File: config.mk
export PLATFORM = sky130hd
export DESIGN_NAME = axis_vect_packer
export DESIGN_NICKNAME = d
export VERILOG_FILES = /design/src/rtl/arith_pckg.sv /design/src/rtl/axi_if_pckg.sv /design/src/rtl/axis_vect_packer.sv
export SDC_FILE = /design/constraint.sdc
export NUM_CORES = 1
export LEC_CHECK = 0
export ABC_AREA = 0
export ABC_CLOCK_PERIOD_IN_PS = 3550
export BUFFER_PORTS_ARGS = -buffer_cell sky130_fd_sc_hd__buf_4
export CORE_UTILIZATION = 55
export CTS_CLUSTER_DIAMETER = 150
export DETAILED_ROUTE_END_ITERATION = 6
export PLACE_DENSITY = 0.82
export SLEW_MARGIN = 15
export SYNTH_ARGS = -nofsm -noshare
export SYNTH_HDL_FRONTEND = slang
export SYNTH_SLANG_ARGS = --single-unit
File: constraint.sdc
create_clock -name clk -period 3.55 [get_ports clk]
set_clock_uncertainty 0.05 [all_clocks]
set_input_delay 0.71 -clock clk [delete_from_list [all_inputs] [get_ports clk]]
set_output_delay 0.71 -clock clk [all_outputs]
set_load 0.01 [all_outputs]
File: src/rtl/arith_pckg.sv
// Arithmetic sizing shared across the datapath.
// The packed vector width is derived from these two values.
package arith_pckg;

  localparam int C_VECT_SIZE         = 8;
  localparam int C_EXT_DATA_WORD_WDT = 16;

endpackage

File: src/rtl/axi_if_pckg.sv
// AXI-stream packer types: FSM state encoding and the beats-per-vector ratio
// for the default bus widths, plus a helper for non-default widths.
package axi_if_pckg;

  typedef enum logic [1:0] {
    PACK_IDLE,
    PACK_RUN,
    PACK_DRAIN
  } pack_state_t;

  localparam int C_S_TDATA_WDT_DFLT = 64;
  localparam int BPV = (arith_pckg::C_VECT_SIZE * arith_pckg::C_EXT_DATA_WORD_WDT)
                       / C_S_TDATA_WDT_DFLT;

  function automatic int calc_bpv(input int vect_wdt, input int tdata_wdt);
    return vect_wdt / tdata_wdt;
  endfunction

endpackage

File: src/rtl/axis_vect_packer.sv
// Packs AXI-stream beats into wide vectors (beat 0 in the LSBs) behind a
// single-entry output register. Optional macro AXIS_PACK_KEEP_MASK_EN zeroes bytes with TKEEP=0.
module axis_vect_packer
  import arith_pckg::*;
  import axi_if_pckg::*;
#(
  parameter int C_S_TDATA_WDT = 64,
  parameter int C_VECT_WDT    = C_VECT_SIZE * C_EXT_DATA_WORD_WDT,
  parameter int C_CNT_WDT     = 16
) (
  input  logic                       clk,
  input  logic                       rst,
  input  logic                       start,
  input  logic [C_CNT_WDT-1:0]       cfg_vect_cnt,
  input  logic [C_S_TDATA_WDT-1:0]   S_AXIS_TDATA,
  input  logic [C_S_TDATA_WDT/8-1:0] S_AXIS_TKEEP,
  input  logic                       S_AXIS_TLAST,
  input  logic                       S_AXIS_TVALID,
  output logic                       S_AXIS_TREADY,
  output logic [C_VECT_WDT-1:0]      vect_data,
  output logic                       vect_val,
  output logic                       vect_last,
  input  logic                       vect_rdy,
  output logic                       done,
  output logic                       err_early_last,
  output logic                       err_no_last
);

  localparam int BEATS = calc_bpv(C_VECT_WDT, C_S_TDATA_WDT);
  localparam int BCW   = (BEATS > 1) ? $clog2(BEATS) : 1;
  localparam logic [BCW-1:0] LAST_BEAT = BCW'(BEATS - 1);

  pack_state_t            state, state_nxt;
  logic [BCW-1:0]         beat_cnt;
  logic [C_CNT_WDT-1:0]   vect_cnt;
  logic [C_CNT_WDT-1:0]   cfg_cnt;
  logic [C_VECT_WDT-1:0]  acc;
  logic [C_VECT_WDT-1:0]  vect_nxt;
  logic [C_S_TDATA_WDT-1:0] beat_data;
  logic                   at_last_beat;
  logic                   cnt_final;
  logic                   out_stall;
  logic                   beat_acc;
  logic                   vect_cmpl;
  logic                   final_beat;
  logic                   start_acc;

`ifdef AXIS_PACK_KEEP_MASK_EN
  always_comb begin
    beat_data = S_AXIS_TDATA;
    for (int b = 0; b < C_S_TDATA_WDT/8; b++) begin
      if (!S_AXIS_TKEEP[b]) begin
        beat_data[b*8 +: 8] = 8'h00;
      end
    end
  end
`else
  logic unused_keep;
  assign unused_keep = ^S_AXIS_TKEEP;
  assign beat_data   = S_AXIS_TDATA;
`endif

  assign start_acc    = (state == PACK_IDLE) && start;
  assign at_last_beat = (beat_cnt == LAST_BEAT);
  assign cnt_final    = (vect_cnt == cfg_cnt - 1'b1);
  assign out_stall    = vect_val && !vect_rdy;

  // A beat that would complete a vector must wait while the output register is
  // held; an early TLAST completes a vector too, so it is stalled the same way.
  assign S_AXIS_TREADY = (state == PACK_RUN) && !(out_stall && (at_last_beat || S_AXIS_TLAST));
  assign beat_acc      = S_AXIS_TVALID && S_AXIS_TREADY;
  assign vect_cmpl     = beat_acc && (at_last_beat || S_AXIS_TLAST);
  assign final_beat    = beat_acc && (S_AXIS_TLAST || (at_last_beat && cnt_final));

  // acc is cleared per vector, so slices above the current beat are already zero padding.
  always_comb begin
    vect_nxt = acc;
    for (int i = 0; i < BEATS; i++) begin
      if (beat_cnt == BCW'(i)) begin
        vect_nxt[i*C_S_TDATA_WDT +: C_S_TDATA_WDT] = beat_data;
      end
    end
  end

  always_comb begin
    state_nxt = state;
    done      = 1'b0;
    case (state)
      PACK_IDLE: begin
        if (start) begin
          state_nxt = (cfg_vect_cnt == '0) ? PACK_DRAIN : PACK_RUN;
        end
      end
      PACK_RUN: begin
        if (final_beat) begin
          state_nxt = PACK_DRAIN;
        end
      end
      PACK_DRAIN: begin
        if (!vect_val) begin
          done      = 1'b1;
          state_nxt = PACK_IDLE;
        end
      end
      default: state_nxt = PACK_IDLE;
    endcase
  end

  always_ff @(posedge clk) begin
    if (rst) begin
      state    <= PACK_IDLE;
      beat_cnt <= '0;
      vect_cnt <= '0;
      cfg_cnt  <= '0;
      acc      <= '0;
    end else begin
      state <= state_nxt;
      if (start_acc) begin
        cfg_cnt  <= cfg_vect_cnt;
        beat_cnt <= '0;
        vect_cnt <= '0;
        acc      <= '0;
      end else if (beat_acc) begin
        if (vect_cmpl) begin
          beat_cnt <= '0;
          vect_cnt <= vect_cnt + 1'b1;
          acc      <= '0;
        end else begin
          beat_cnt <= beat_cnt + 1'b1;
          acc      <= vect_nxt;
        end
      end
    end
  end

  // Loading and draining in the same cycle keeps vect_val high with no bubble.
  always_ff @(posedge clk) begin
    if (rst) begin
      vect_val  <= 1'b0;
      vect_last <= 1'b0;
      vect_data <= '0;
    end else if (vect_cmpl) begin
      vect_val  <= 1'b1;
      vect_last <= final_beat;
      vect_data <= vect_nxt;
    end else if (vect_rdy) begin
      vect_val  <= 1'b0;
    end
  end

  always_ff @(posedge clk) begin
    if (rst || start_acc) begin
      err_early_last <= 1'b0;
      err_no_last    <= 1'b0;
    end else if (final_beat) begin
      if (S_AXIS_TLAST && !cnt_final) begin
        err_early_last <= 1'b1;
      end
      if (!S_AXIS_TLAST && at_last_beat && cnt_final) begin
        err_no_last <= 1'b1;
      end
    end
  end

endmodule

After elaboration in Yosys (flattened, before gate mapping)
Index checks and enable logic that the tools add are counted.
- output and inout port bits: 134
- logic and storage cells: 58
- input port bits: 94
- register bits: 295
- add/sub/neg operators: 3
- eq/ne operators: 6
- multiplexer cells: 13
- reduce and logical (&&, ||, !) cells: 26
- operator list (cell ; count):
    $mux 128 ; 1
    $mux 64 ; 2
    $add 16x1->16 const B ; 1
    $eq 16x16->1 ; 1
    $logic_not 16->1 ; 1
    $sub 16x1->16 const B ; 1
    $logic_and 1x1->1 ; 11
    $mux 2 ; 4
    $ne 2x2->1 const B ; 3
    $pmux 2 s3 ; 1
    $reduce_and 2->1 ; 3
    $mux 1 ; 5
    $logic_not 1->1 ; 4
    $logic_or 1x1->1 ; 3
    $reduce_and 3->1 ; 1
    $eq 2x1->1 const B ; 1
    $eq 2x2->1 const B ; 1
    $logic_not 2->1 ; 1
    $reduce_bool 2->1 ; 1
    $reduce_or 2->1 ; 1
    $add 1x1->1 const B ; 1

Longest topological paths before layout
Gate-level depths: netlist of the first run.
- depth after elaboration: 9
- depth in mapped cells: 9
- depth with buffers taken out: 9

Worst setup path before layout of the first run
OpenSTA, ideal clock, no wires.
- path kind: register -> register
- start: register cfg_cnt[0]
- end: register state[0]
- path buffers: 0
- clock period less this slack: 2870 ps
- required time: 3385 ps
- cell stages (with the launch flop): 10
- slack: 680 ps
- data arrival time: 2706 ps
- library setup time: 115 ps
- cells stage by stage: dfxtp_1 > inv_1 > ha_1 > or4b_2 > or2_2 > o21ai_0 > nand4_1 > or3_1 > or4_4 > o21a_1
- cells in the longest elaborated chain, start to end: 7
- RTL lines (element ; RTL line ; text):
    start: declaration ; axis_vect_packer.sv:36 ; logic [C_CNT_WDT-1:0] cfg_cnt;
    start signal: assignment ; axis_vect_packer.sv:119 ; cfg_cnt <= cfg_vect_cnt;
    $sub 16x1->16 ; axis_vect_packer.sv:65 ; assign cnt_final = (vect_cnt == cfg_cnt - 1'b1);
    $eq 16x16->1 ; axis_vect_packer.sv:65 ;
    $logic_and 1x1->1 ; axis_vect_packer.sv:73 ; assign final_beat = beat_acc && (S_AXIS_TLAST || (at_last_beat && cnt_final));
    $logic_or 1x1->1 ; axis_vect_packer.sv:73 ;
    $logic_and 1x1->1 ; axis_vect_packer.sv:73 ;
    $ne 2x2->1 (no source line) ; -- ;
    $reduce_and 3->1 (no source line) ; -- ;
    end signal: assignment ; axis_vect_packer.sv:117 ; state <= state_nxt;
    end: declaration ; axis_vect_packer.sv:33 ; pack_state_t state, state_nxt;
No other way between the ends.
A chain may end at the register's enable or synchronous reset.

Worst setup path in the final report of the first run
Same ends and word-level chain as after synthesis.

==> qor.log, run 1 <==
INFO  floorplanning  chipWidth=148microns
INFO  drt            drt-initial-drc-count=481
INFO  drt            drt-wirelength-per-cell=16.0microns
INFO  grt            grt_pass1_vias=9447
INFO  place          place_ws=0.412ns
INFO  final_layout   drive_gt1_share=19.4%
INFO  worst_hold_path hp-start=cfg_vect_cnt[14]
INFO  timing         final.setup.tns=0ns
INFO  drt            drtAntennaViolNets=0
INFO  timing         fin_ws=0.368ns
INFO  final_layout   final_cells=1783
INFO  synth          syn_inst=1336
INFO  floorplanning  initial_core_util=56.9%
INFO  drt            drc=0
INFO  cts            tritoncts=built
INFO  power          leakage_power=5.51nW
INFO  cts            clock_latency=0.54ns
INFO  worst_hold_path min-delay-path-class=in2reg
INFO  floorplanning  io-pin-count=228
INFO  floorplanning  floorplan.die_area=0.0218sqmm
INFO  synth          synth_commonest_cells=sky130_fd_sc_hd__dfxtp_1 (295), sky130_fd_sc_hd__nand2_1 (172), sky130_fd_sc_hd__nor2_1 (156)
INFO  place          placed_cells=1729
INFO  floorplanning  area_of_the_core=0.0206sqmm
INFO  timing         finalCritPeriodShare=89.6%
INFO  cts            postCtsResizedCells=0
INFO  cts            cts-hold-fix-buffers=0
INFO  cts            path_clk_slew=0.06ns
INFO  outcome        run_status=finished clean
INFO  final_layout   area_delta_synth_final=23.6%
INFO  critical_path  crit_path_end_kind=flop
INFO  critical_path  critPathKind=reg2reg
INFO  cts            post_cts_setup_repair_buffer_count=0
INFO  drt            wire_length_reported_by_the_detailed_router=28.5mm
INFO  critical_path  crit_arrival=3.57ns
INFO  timing         tightest_slew=1.07ns
INFO  floorplanning  die_h=148microns
INFO  synth          synth_fp_nets=1432
INFO  drt            firstDrtPassIters=4
INFO  synth          synth_async_sr_flop_share=0%
INFO  grt            gr-usage-all-layers=25.8%
INFO  critical_path  critical_path_buf_inv_count=1
INFO  synth          ys_top_cells_by_area=sky130_fd_sc_hd__dfxtp_1 (51%), sky130_fd_sc_hd__a211oi_1 (8.5%), sky130_fd_sc_hd__mux2i_1 (5.6%), sky130_fd_sc_hd__nand2_1 (5.5%), sky130_fd_sc_hd__nor2_1 (5.0%)
INFO  grt            grt_max_degree=193
INFO  critical_path  crit_family=simple AND/OR/NAND/NOR gates
INFO  place          io_buffers=219
INFO  flow_run       cap_viol_max_count=0
INFO  cts            cts_made_buffers=30
INFO  power          peak_ir_drop_on_the_vdd_network=0.424mV
INFO  synth          ys_seq_area_share=50.5%
INFO  timing         timing.final.hold_violations=0
INFO  cts            h-tree-depth=1
INFO  critical_path  worst_ep_required_time=3.94ns
INFO  timing         setup_viol_count_final=0
INFO  floorplanning  placement_rows=52
INFO  final_layout   antennaDiodeCount=0
INFO  critical_path  crit_path_max_fanout=5
INFO  drt            drt-vias-per-instance=5.56
INFO  synth          yosys_warnings=0
INFO  timing         rsz0062_at_grt=no
INFO  critical_path  cp_cell_instances=inv_1, ha_1, or4b_2, or2_2, o21ai_0, nand4_1, or3_1, or4_4, o21a_1
INFO  place          gp_congestion=0.849
INFO  cts            clockBufferDepth=3
INFO  grt            antenna_found_initial=0
INFO  synth          yosys.cell_count.top_type=sky130_fd_sc_hd__dfxtp_1
INFO  critical_path  r2r_start=cfg_cnt[0]$_SDFFE_PP0P_
INFO  power          powerDensity=515mW/mm^2
INFO  critical_path  timing.critical_path.slowest_stage_cell=sky130_fd_sc_hd__or4b_2
INFO  cts            clock_sinks=295
INFO  critical_path  setup.worst_path.start=cfg_cnt[0]$_SDFFE_PP0P_
INFO  synth          yosysUniqueCellTypes=50
INFO  place          post_dp_cell_area=0.0135sqmm
INFO  synth          syn_area_per_cell=8.75squm
INFO  drt            routed-via-count=9915
INFO  final_layout   num-fill-cells=1591
INFO  critical_path  worst_setup_path_start_kind=flop
INFO  final_layout   register_area=0.00591sqmm
INFO  final_layout   layout.nets=1587
INFO  synth          netlist.top_cell.by_area=sky130_fd_sc_hd__dfxtp_1
INFO  final_layout   multiInputGateArea=0.00536sqmm
INFO  place          hpwl=17.2mm
INFO  grt            globalRoute.totalOverflow=0
INFO  final_layout   postLayoutCellArea=0.0145sqmm
INFO  timing         clock.fmax=0.314GHz
INFO  critical_path  timing.critical_path.slowest_cell_delay=0.69ns
INFO  synth          synthFlopType=sky130_fd_sc_hd__dfxtp_1
INFO  synth          seq_cells_post_synth=295
INFO  synth          synth.top_cell.area_share=50.5%
INFO  synth          synth_enable_flop_cells=0
INFO  timing         report.final.slew_viol_count=0
INFO  timing         layout_min_cycle_time=3.18ns
INFO  timing         slew_headroom=28.9%
INFO  synth          synth_area=0.0117sqmm
INFO  cts            clock_tree_root_buffer_cell=sky130_fd_sc_hd__clkbuf_16
INFO  grt            grt_first_pass_wirelength=46.8mm
==> cell type report <==
type / instances / area share, %
Sequential cell: 295 / 40.9
Clock inverter: 8 / 0.701
Timing Repair Buffer: 233 / 12.6
Clock buffer: 46 / 6.24
Multi-Input combinational cell: 926 / 37.1
Tap cell: 270 / 2.34
Inverter: 5 / 0.130
==> where the power goes <==
part / switching [mW] / internal, mW
registers: 0.0732 / 3.42
clock network: 1.26 / 1.89
logic: 0.466 / 0.348
==> logic make-up after synthesis <==
family          count (synthesis)  synth area share (%)
simple gates                  583                  23.8
flops                         295                  50.5
compound gates                244                  13.7
buf+inv                       115                  3.85
mux                            65                  5.56
xor+xnor                       32                  2.40
fa+ha+maj                       2                 0.214
==> state kept, by name, indices dropped and copies added (netlist names) <==
signal	count
acc	128
err_no_last	1
at_last_beat	1
vect_val	1
err_early_last	1
vect_data	128
state	2
vect_cnt	16
vect_last	1
cfg_cnt	16
==> worst paths after layout <==
check | to | slack, ns | depth (start not counted)
setup / recovery | state[0]$_SDFFE_PP0P_ | 0.37 | 9
hold / removal | cfg_cnt[14]$_SDFFE_PP0P_ | 0.37 | 3
setup reg to reg | state[0]$_SDFFE_PP0P_ | 0.37 | 9
hold reg to reg | acc[4]$_SDFFE_PP0P_ | 0.40 | 2
==> worst register-to-register path, stage by stage (launching register included) <==
cell and delay, ns:
sky130_fd_sc_hd__dfxtp_1 0.35, sky130_fd_sc_hd__inv_1 0.07, sky130_fd_sc_hd__ha_1 0.19, sky130_fd_sc_hd__or4b_2 0.69, sky130_fd_sc_hd__or2_2 0.32, sky130_fd_sc_hd__o21ai_0 0.20
sky130_fd_sc_hd__nand4_1 0.12, sky130_fd_sc_hd__or3_1 0.32, sky130_fd_sc_hd__or4_4 0.55, sky130_fd_sc_hd__o21a_1 0.21
==> metal layers <==
| metal | wire length, microns | track usage [%] |
|---|---|---|
| met5 | 0 | 0 |
| met3 | 1900 | 5.93 |
| met2 | 13600 | 43.1 |
| met4 | 724 | 8.30 |
| met1 | 12300 | 32.9 |
==> through the flow <==
stage | util [%] | hold WS [ns] | power, mW
6_report | 70.3 | 0.372 | 7.45
5_1_grt | 70.3 | 0.372 | 7.73
4_1_cts | 70.3 | 0.359 | 7.49
3_5_place_dp | 65.4 | 0.397 | 4.37
3_3_place_gp | 65.4 | 0.392 | 4.35
2_1_floorplan | - | 0.382 | 4.04
==> placed cells by master (no fill, tap or decap), types with 2 or more instances in the layout <==
master,netlist,final
sky130_fd_sc_hd__a211oi_1,133,133
sky130_fd_sc_hd__a21oi_1,87,87
sky130_fd_sc_hd__a41oi_1,2,2
sky130_fd_sc_hd__and2_1,5,4
sky130_fd_sc_hd__and3_1,66,66
sky130_fd_sc_hd__buf_12,0,6
sky130_fd_sc_hd__buf_4,0,227
sky130_fd_sc_hd__bufinv_16,0,2
sky130_fd_sc_hd__clkbuf_1,99,8
sky130_fd_sc_hd__clkbuf_16,0,31
sky130_fd_sc_hd__clkbuf_8,0,7
sky130_fd_sc_hd__clkinv_2,0,5
sky130_fd_sc_hd__dfxtp_1,295,294
sky130_fd_sc_hd__ha_1,2,2
sky130_fd_sc_hd__inv_1,5,5
sky130_fd_sc_hd__mux2i_1,65,65
sky130_fd_sc_hd__nand2_1,172,171
sky130_fd_sc_hd__nand2b_1,2,2
sky130_fd_sc_hd__nand3_1,12,12
sky130_fd_sc_hd__nand3b_1,3,3
sky130_fd_sc_hd__nand4_1,5,5
sky130_fd_sc_hd__nor2_1,156,154
sky130_fd_sc_hd__nor2_4,0,2
sky130_fd_sc_hd__nor2b_1,65,65
sky130_fd_sc_hd__nor3_1,71,71
sky130_fd_sc_hd__nor3b_1,3,2
sky130_fd_sc_hd__nor4_1,3,3
sky130_fd_sc_hd__o211ai_1,2,2
sky130_fd_sc_hd__o21a_1,2,2
sky130_fd_sc_hd__o21ai_0,8,8
sky130_fd_sc_hd__o22ai_1,2,2
sky130_fd_sc_hd__or2_2,2,2
sky130_fd_sc_hd__or3_1,2,2
sky130_fd_sc_hd__or4_1,5,5
sky130_fd_sc_hd__or4_4,2,2
sky130_fd_sc_hd__xnor2_1,12,12
sky130_fd_sc_hd__xor2_1,20,20
Note: power is estimated with default switching activity, not from simulation.
==> inputs of run 2 (changes only) <==
- CELL_PAD_IN_SITES_DETAIL_PLACEMENT: unset -> 0
- CELL_PAD_IN_SITES_GLOBAL_PLACEMENT: unset -> 1
- CORE_UTILIZATION: 55 -> 41
- PLACE_DENSITY: 0.82 -> 0.81
==> run 2 against run 1 <==
Effect of this change: final area grew 1.2%; global-route usage decreased by 5.6 points; combinational power grew 0.6%; critical path depth is the same; first-iteration DRC count increased by 21%; sequential share of layout area fell by 0.50 points; clock power increased by 4%; setup slack improved by 0.012 ns; final cell count up 6.2%; wire length increased by 5.2%; total power is 1.8% higher; sequential cell count unchanged; critical path type unchanged; critical endpoint unchanged.
==> qor.log, run 2 (synthesized netlist as in run 1, its figures left out) <==
INFO  cts            cts-hold-fix-buffers=0
INFO  grt            antenna_found_initial=1
INFO  drt            drc=0
INFO  cts            path_clk_slew=0.06ns
INFO  cts            clock_tree_root_buffer_cell=sky130_fd_sc_hd__clkbuf_16
INFO  timing         setup_viol_count_final=0
INFO  critical_path  crit_path_max_fanout=5
INFO  drt            firstDrtPassIters=4
INFO  power          leakage_power=5.53nW
INFO  final_layout   layout_top_registers=acc (128), vect_data (128)
INFO  timing         layout_min_cycle_time=3.17ns
INFO  floorplanning  initial_core_util=41.9%
INFO  critical_path  timing.critical_path.slowest_cell_delay=0.69ns
INFO  timing         timing.final.hold_violations=0
INFO  floorplanning  die_h=171microns
INFO  floorplanning  floorplan.die_area=0.0292sqmm
INFO  final_layout   drive_gt1_share=19.9%
INFO  power          share_clk_of_total_power=43.2%
INFO  timing         report.final.slew_viol_count=0
INFO  critical_path  worst_ep_required_time=3.95ns
INFO  place          gp_congestion=0.826
INFO  final_layout   leading_cell_type_in_the_layout_fill_and_taps_excluded=sky130_fd_sc_hd__dfxtp_1
INFO  drt            drt-initial-drc-count=584
INFO  power          total_switching_power=1.87mW
INFO  grt            gr-usage-all-layers=20.3%
INFO  cts            cts_made_buffers=31
INFO  timing         clock.fmax=0.315GHz
INFO  cts            clock_sinks=295
INFO  power          powerDensity=518mW/mm^2
INFO  cts            clockBufferDepth=3
INFO  timing         final.setup.tns=0ns
INFO  flow_run       cap_viol_max_count=0
INFO  critical_path  cp_cell_instances=inv_1, ha_1, or4b_2, or2_2, o21ai_0, nand4_1, or3_1, or4_4, o21a_1
INFO  final_layout   antennaDiodeCount=0
INFO  critical_path  critPathKind=reg2reg
INFO  critical_path  crit_arrival=3.57ns
INFO  floorplanning  area_of_the_core=0.0279sqmm
INFO  place          hpwl=17.7mm
INFO  power          pwr-share-comb=10.8%
INFO  drt            drt-vias-per-instance=5.15
INFO  timing         finalCritPeriodShare=89.3%
INFO  grt            globalRoute.totalOverflow=0
INFO  timing         slew_headroom=22.4%
INFO  floorplanning  placement_rows=61
INFO  drt            routed-via-count=9748
INFO  drt            wire_length_reported_by_the_detailed_router=30.0mm
INFO  power          internal_power=5.72mW
INFO  drt            drt-wirelength-per-cell=15.8microns
INFO  grt            grt_first_pass_wirelength=48.0mm
INFO  critical_path  critical_path_buf_inv_count=1
INFO  cts            h-tree-depth=1
INFO  outcome        run_status=finished clean
INFO  cts            tritoncts=built
INFO  grt            grt_pass1_vias=9387
INFO  floorplanning  io-pin-count=228
INFO  critical_path  crit_path_end_kind=flop
INFO  final_layout   layout.nets=1587
INFO  critical_path  crit_family=simple AND/OR/NAND/NOR gates
INFO  critical_path  timing.critical_path.slowest_stage_cell=sky130_fd_sc_hd__or4b_2
INFO  final_layout   area_delta_synth_final=25.2%
INFO  power          switching_share=24.7%
INFO  final_layout   most-common-layout-cells=sky130_fd_sc_hd__dfxtp_1 (294), sky130_fd_sc_hd__buf_4 (226), sky130_fd_sc_hd__nand2_1 (171), sky130_fd_sc_hd__nor2_1 (154), sky130_fd_sc_hd__a211oi_1 (133)
INFO  worst_hold_path min-delay-path-class=in2reg
INFO  power          peak_ir_drop_on_the_vdd_network=0.281mV
INFO  grt            grt_max_degree=193
INFO  power          pwr-share-seq=46.0%
INFO  timing         tightest_slew=1.16ns
INFO  critical_path  worst_setup_path_start_kind=flop
INFO  floorplanning  chipWidth=171microns
INFO  final_layout   final_cells=1894
INFO  place          placed_cells=1836
INFO  cts            clock_latency=0.55ns
INFO  cts            postCtsResizedCells=0
INFO  place          io_buffers=219
INFO  cts            post_cts_setup_repair_buffer_count=0
INFO  timing         rsz0062_at_grt=no
INFO  drt            drtAntennaViolNets=0
run 2: power groups by stage:
stage | registers, mW | logic (mW) | clock network (mW)
CTS | 3.49 | 0.826 | 3.37
global placement | 3.56 | 0.815 | 0
floorplan | 3.58 | 0.463 | 0
global route | 3.50 | 0.905 | 3.49
finish | 3.49 | 0.819 | 3.28
detailed placement | 3.56 | 0.822 | 0
run 2: area by class of cell:
type                    count  area, sq um
repair buffers            232         1820
clock inverters            13          128
flip-flops and latches    295         5910
inverters                   5         18.8
fillers                  2659        13300
well taps                 378          473
multi-input cells         926         5360
clock buffers              45          928
run 2: worst register-to-register path: cells and delay by family (launching register included):
family	cells	cell delay, ns
fa+ha+maj	1	0.19
flops	1	0.35
simple gates	5	1.99
compound gates	2	0.42
buf+inv	1	0.07
run 2: path summary, 6_finish.rpt:
path | start | end | slack, ns | cells past startpoint
min | cfg_vect_cnt[9] | cfg_cnt[9]$_SDFFE_PP0P_ | 0.37 | 3
min reg2reg | acc[29]$_SDFFE_PP0P_ | acc[29]$_SDFFE_PP0P_ | 0.40 | 2
max reg2reg | cfg_cnt[0]$_SDFFE_PP0P_ | state[0]$_SDFFE_PP0P_ | 0.38 | 9
max | cfg_cnt[0]$_SDFFE_PP0P_ | state[0]$_SDFFE_PP0P_ | 0.38 | 9
run 2: stage by stage:
stage	power [mW]	hold WS, ns	instance area (sq um)	util [%]	setup WS, ns
global route	7.90	0.356	14600	52.4	0.261
global placement	4.37	0.391	13600	48.6	0.502
CTS	7.69	0.333	14600	52.4	0.381
floorplan	4.04	0.382	11700	-	0.680
detailed placement	4.38	0.397	13600	48.6	0.391
finish	7.59	0.369	14600	52.4	0.380
run 2: layer usage:
layer	vias up	track usage [%]	share of wire [%]
met5	-	0	0.047
met4	2	4.58	1.7
met3	36	5.18	6.1
met2	185	34.7	48
met1	4582	25.5	44
li1	4943	-	-
==> inputs of run 3 (changes only) <==
- PLACE_DENSITY: 0.81 -> 0.75
==> run 3 against run 2 <==
Effect of this change: wire length increased by 0.48%; final cell count unchanged; final area increased by 0.15%; sequential cell count unchanged; total power increased by 1.5%; via count about the same; sequential share of layout area decreased by 0.062 points.
==> qor.log, run 3 (synthesized netlist as in run 1, its figures left out) <==
INFO  cts            postCtsResizedCells=0
INFO  place          placed_cells=1837
INFO  cts            tritoncts=built
INFO  final_layout   layout.nets=1588
INFO  place          io_buffers=219
INFO  place          hpwl=18.0mm
INFO  power          peak_ir_drop_on_the_vdd_network=0.290mV
INFO  drt            drt-vias-per-instance=5.15
INFO  timing         rsz0062_at_grt=no
INFO  power          leakage_power=5.53nW
INFO  final_layout   layout_top_registers=acc (128), vect_data (128)
INFO  critical_path  timing.critical_path.slowest_cell_delay=0.69ns
INFO  critical_path  r2r_start=cfg_cnt[0]$_SDFFE_PP0P_
INFO  timing         slew_headroom=27.5%
INFO  cts            post_cts_setup_repair_buffer_count=0
INFO  drt            routed-via-count=9756
INFO  cts            clock_latency=0.56ns
INFO  critical_path  critical_path_buf_inv_count=1
INFO  cts            path_clk_slew=0.06ns
INFO  timing         setup_viol_count_final=0
INFO  final_layout   num-fill-cells=2702
INFO  critical_path  crit_arrival=3.58ns
INFO  grt            antenna_found_initial=0
INFO  place          gp_congestion=0.835
INFO  critical_path  crit_path_max_fanout=5
INFO  outcome        run_status=finished clean
INFO  timing         timing.final.hold_violations=0
INFO  critical_path  worst_ep_required_time=3.95ns
INFO  cts            cts_made_buffers=31
INFO  final_layout   multiInputGateArea=0.00536sqmm
INFO  critical_path  timing.critical_path.slowest_stage_cell=sky130_fd_sc_hd__or4b_2
INFO  cts            clock_tree_root_buffer_cell=sky130_fd_sc_hd__clkbuf_16
INFO  grt            grt_max_degree=193
INFO  drt            drc=0
INFO  floorplanning  chipWidth=171microns
INFO  timing         fin_ws=0.363ns
INFO  floorplanning  floorplan.die_area=0.0292sqmm
INFO  grt            globalRoute.totalOverflow=0
INFO  drt            wire_length_reported_by_the_detailed_router=30.1mm
INFO  final_layout   final_cells=1894
INFO  critical_path  worst_setup_path_start_kind=flop
INFO  power          power=7.70mW
INFO  final_layout   register_area=0.00591sqmm
INFO  final_layout   antennaDiodeCount=0
INFO  floorplanning  io-pin-count=228
INFO  worst_hold_path min_delay_worst_endpoint=cfg_cnt[14]$_SDFFE_PP0P_
INFO  timing         final.setup.tns=0ns
INFO  timing         layout_min_cycle_time=3.19ns
INFO  timing         clock.fmax=0.314GHz
INFO  critical_path  critPathKind=reg2reg
INFO  worst_hold_path worst_hold_path.num_cells=3
INFO  grt            grt_pass1_vias=9213
INFO  drt            firstDrtPassIters=5
INFO  final_layout   drive_gt1_share=19.7%
INFO  place          place_ws=0.364ns
INFO  worst_hold_path hp-start=cfg_vect_cnt[14]
INFO  critical_path  timing.reg2reg.worst_path_depth=9
INFO  critical_path  crit_family=simple AND/OR/NAND/NOR gates
INFO  grt            grt_first_pass_wirelength=48.7mm
INFO  drt            drt-wirelength-per-cell=15.9microns
INFO  timing         finalCritPeriodShare=89.8%
INFO  floorplanning  die_h=171microns
INFO  final_layout   area_delta_synth_final=25.3%
INFO  cts            h-tree-depth=1
INFO  critical_path  worst_flop_to_flop_path_endpoint=err_early_last$_SDFFE_PP0P_
INFO  grt            gr-usage-all-layers=20.5%
INFO  floorplanning  area_of_the_core=0.0279sqmm
INFO  cts            clockBufferDepth=3
INFO  drt            drtAntennaViolNets=0
INFO  floorplanning  initial_core_util=41.9%
INFO  critical_path  crit_path_end_kind=flop
INFO  timing         report.final.slew_viol_count=0
INFO  cts            clock_sinks=295
INFO  final_layout   leading_cell_type_in_the_layout_fill_and_taps_excluded=sky130_fd_sc_hd__dfxtp_1
INFO  timing         tightest_slew=1.09ns
INFO  worst_hold_path min-delay-path-class=in2reg
INFO  flow_run       cap_viol_max_count=0
INFO  critical_path  cp_cell_instances=inv_1, ha_1, or4b_2, or2_2, o21ai_0, nand4_1, or3_1, or4_4, a22o_1
INFO  power          powerDensity=526mW/mm^2
INFO  final_layout   most-common-layout-cells=sky130_fd_sc_hd__dfxtp_1 (294), sky130_fd_sc_hd__buf_4 (227), sky130_fd_sc_hd__nand2_1 (171), sky130_fd_sc_hd__nor2_1 (154), sky130_fd_sc_hd__a211oi_1 (133)
INFO  floorplanning  placement_rows=61
INFO  final_layout   fin_util=52.5%
INFO  cts            cts-hold-fix-buffers=0
INFO  drt            drt-initial-drc-count=576
INFO  critical_path  worst-r2r-setup-slack=0.36ns
[run 3: cell count changes in the layout (fill, tap and decap cells not counted)]
cell,change
sky130_fd_sc_hd__clkbuf_8,-6
sky130_fd_sc_hd__clkbuf_1,+2
sky130_fd_sc_hd__bufinv_16,+3
sky130_fd_sc_hd__buf_4,+1
[run 3: worst max path at each step]
| stage | slack [ns] | depth (start not counted) | endpoint | startpoint |
|---|---|---|---|---|
| 2_1_floorplan | 0.68 | 9 | state[0]$_SDFFE_PP0P_ | cfg_cnt[0]$_SDFFE_PP0P_ |
| 3_3_place_gp | 0.49 | 9 | state[0]$_SDFFE_PP0P_ | cfg_cnt[0]$_SDFFE_PP0P_ |
| 3_5_place_dp | 0.36 | 9 | err_early_last$_SDFFE_PP0P_ | cfg_cnt[0]$_SDFFE_PP0P_ |
| 4_1_cts | 0.36 | 9 | err_early_last$_SDFFE_PP0P_ | cfg_cnt[0]$_SDFFE_PP0P_ |
| 5_1_grt | 0.26 | 9 | err_early_last$_SDFFE_PP0P_ | cfg_cnt[0]$_SDFFE_PP0P_ |
| 6_report | 0.36 | 9 | err_early_last$_SDFFE_PP0P_ | cfg_cnt[0]$_SDFFE_PP0P_ |
[run 3: metal layers]
metal	up-vias	GRT usage [%]	part of all wire (%)
met5	-	0	0
met4	0	5.32	2.4
met3	45	5.14	5.9
met2	184	34.5	46
met1	4579	26.2	46
li1	4948	-	-
[run 3: final cells by class]
cell class                      instances  share of cell area [%]
Timing Repair Buffer                  233                    12.4
Clock buffer                           41                    5.82
Tap cell                              378                    3.23
Inverter                                5                   0.128
Clock inverter                         16                    1.49
Sequential cell                       295                    40.3
Multi-Input combinational cell        926                    36.6
[run 3: per-stage QoR]
step / hold WS, ns / cell area [sq um]
after floorplan: 0.382 / 11700
after global placement: 0.389 / 13600
after detailed placement: 0.396 / 13600
after CTS: 0.332 / 14700
after global routing: 0.351 / 14700
final: 0.360 / 14700
[run 3: power by group]
| part | leakage (nW) | internal [mW] | switching, mW |
|---|---|---|---|
| sequential | 2.39 | 3.42 | 0.0723 |
| combinational | 2.62 | 0.347 | 0.470 |
| clock | 0.525 | 2.05 | 1.35 |
| total | 5.53 | 5.81 | 1.89 |
[run 3: tightest hold or removal path: cells and delay by family]
family                 cells  cell delay (ns)
AOI/OAI and AO/OA          1             0.05
buffers and inverters      1             0.11
and+or+nand+nor            1             0.05
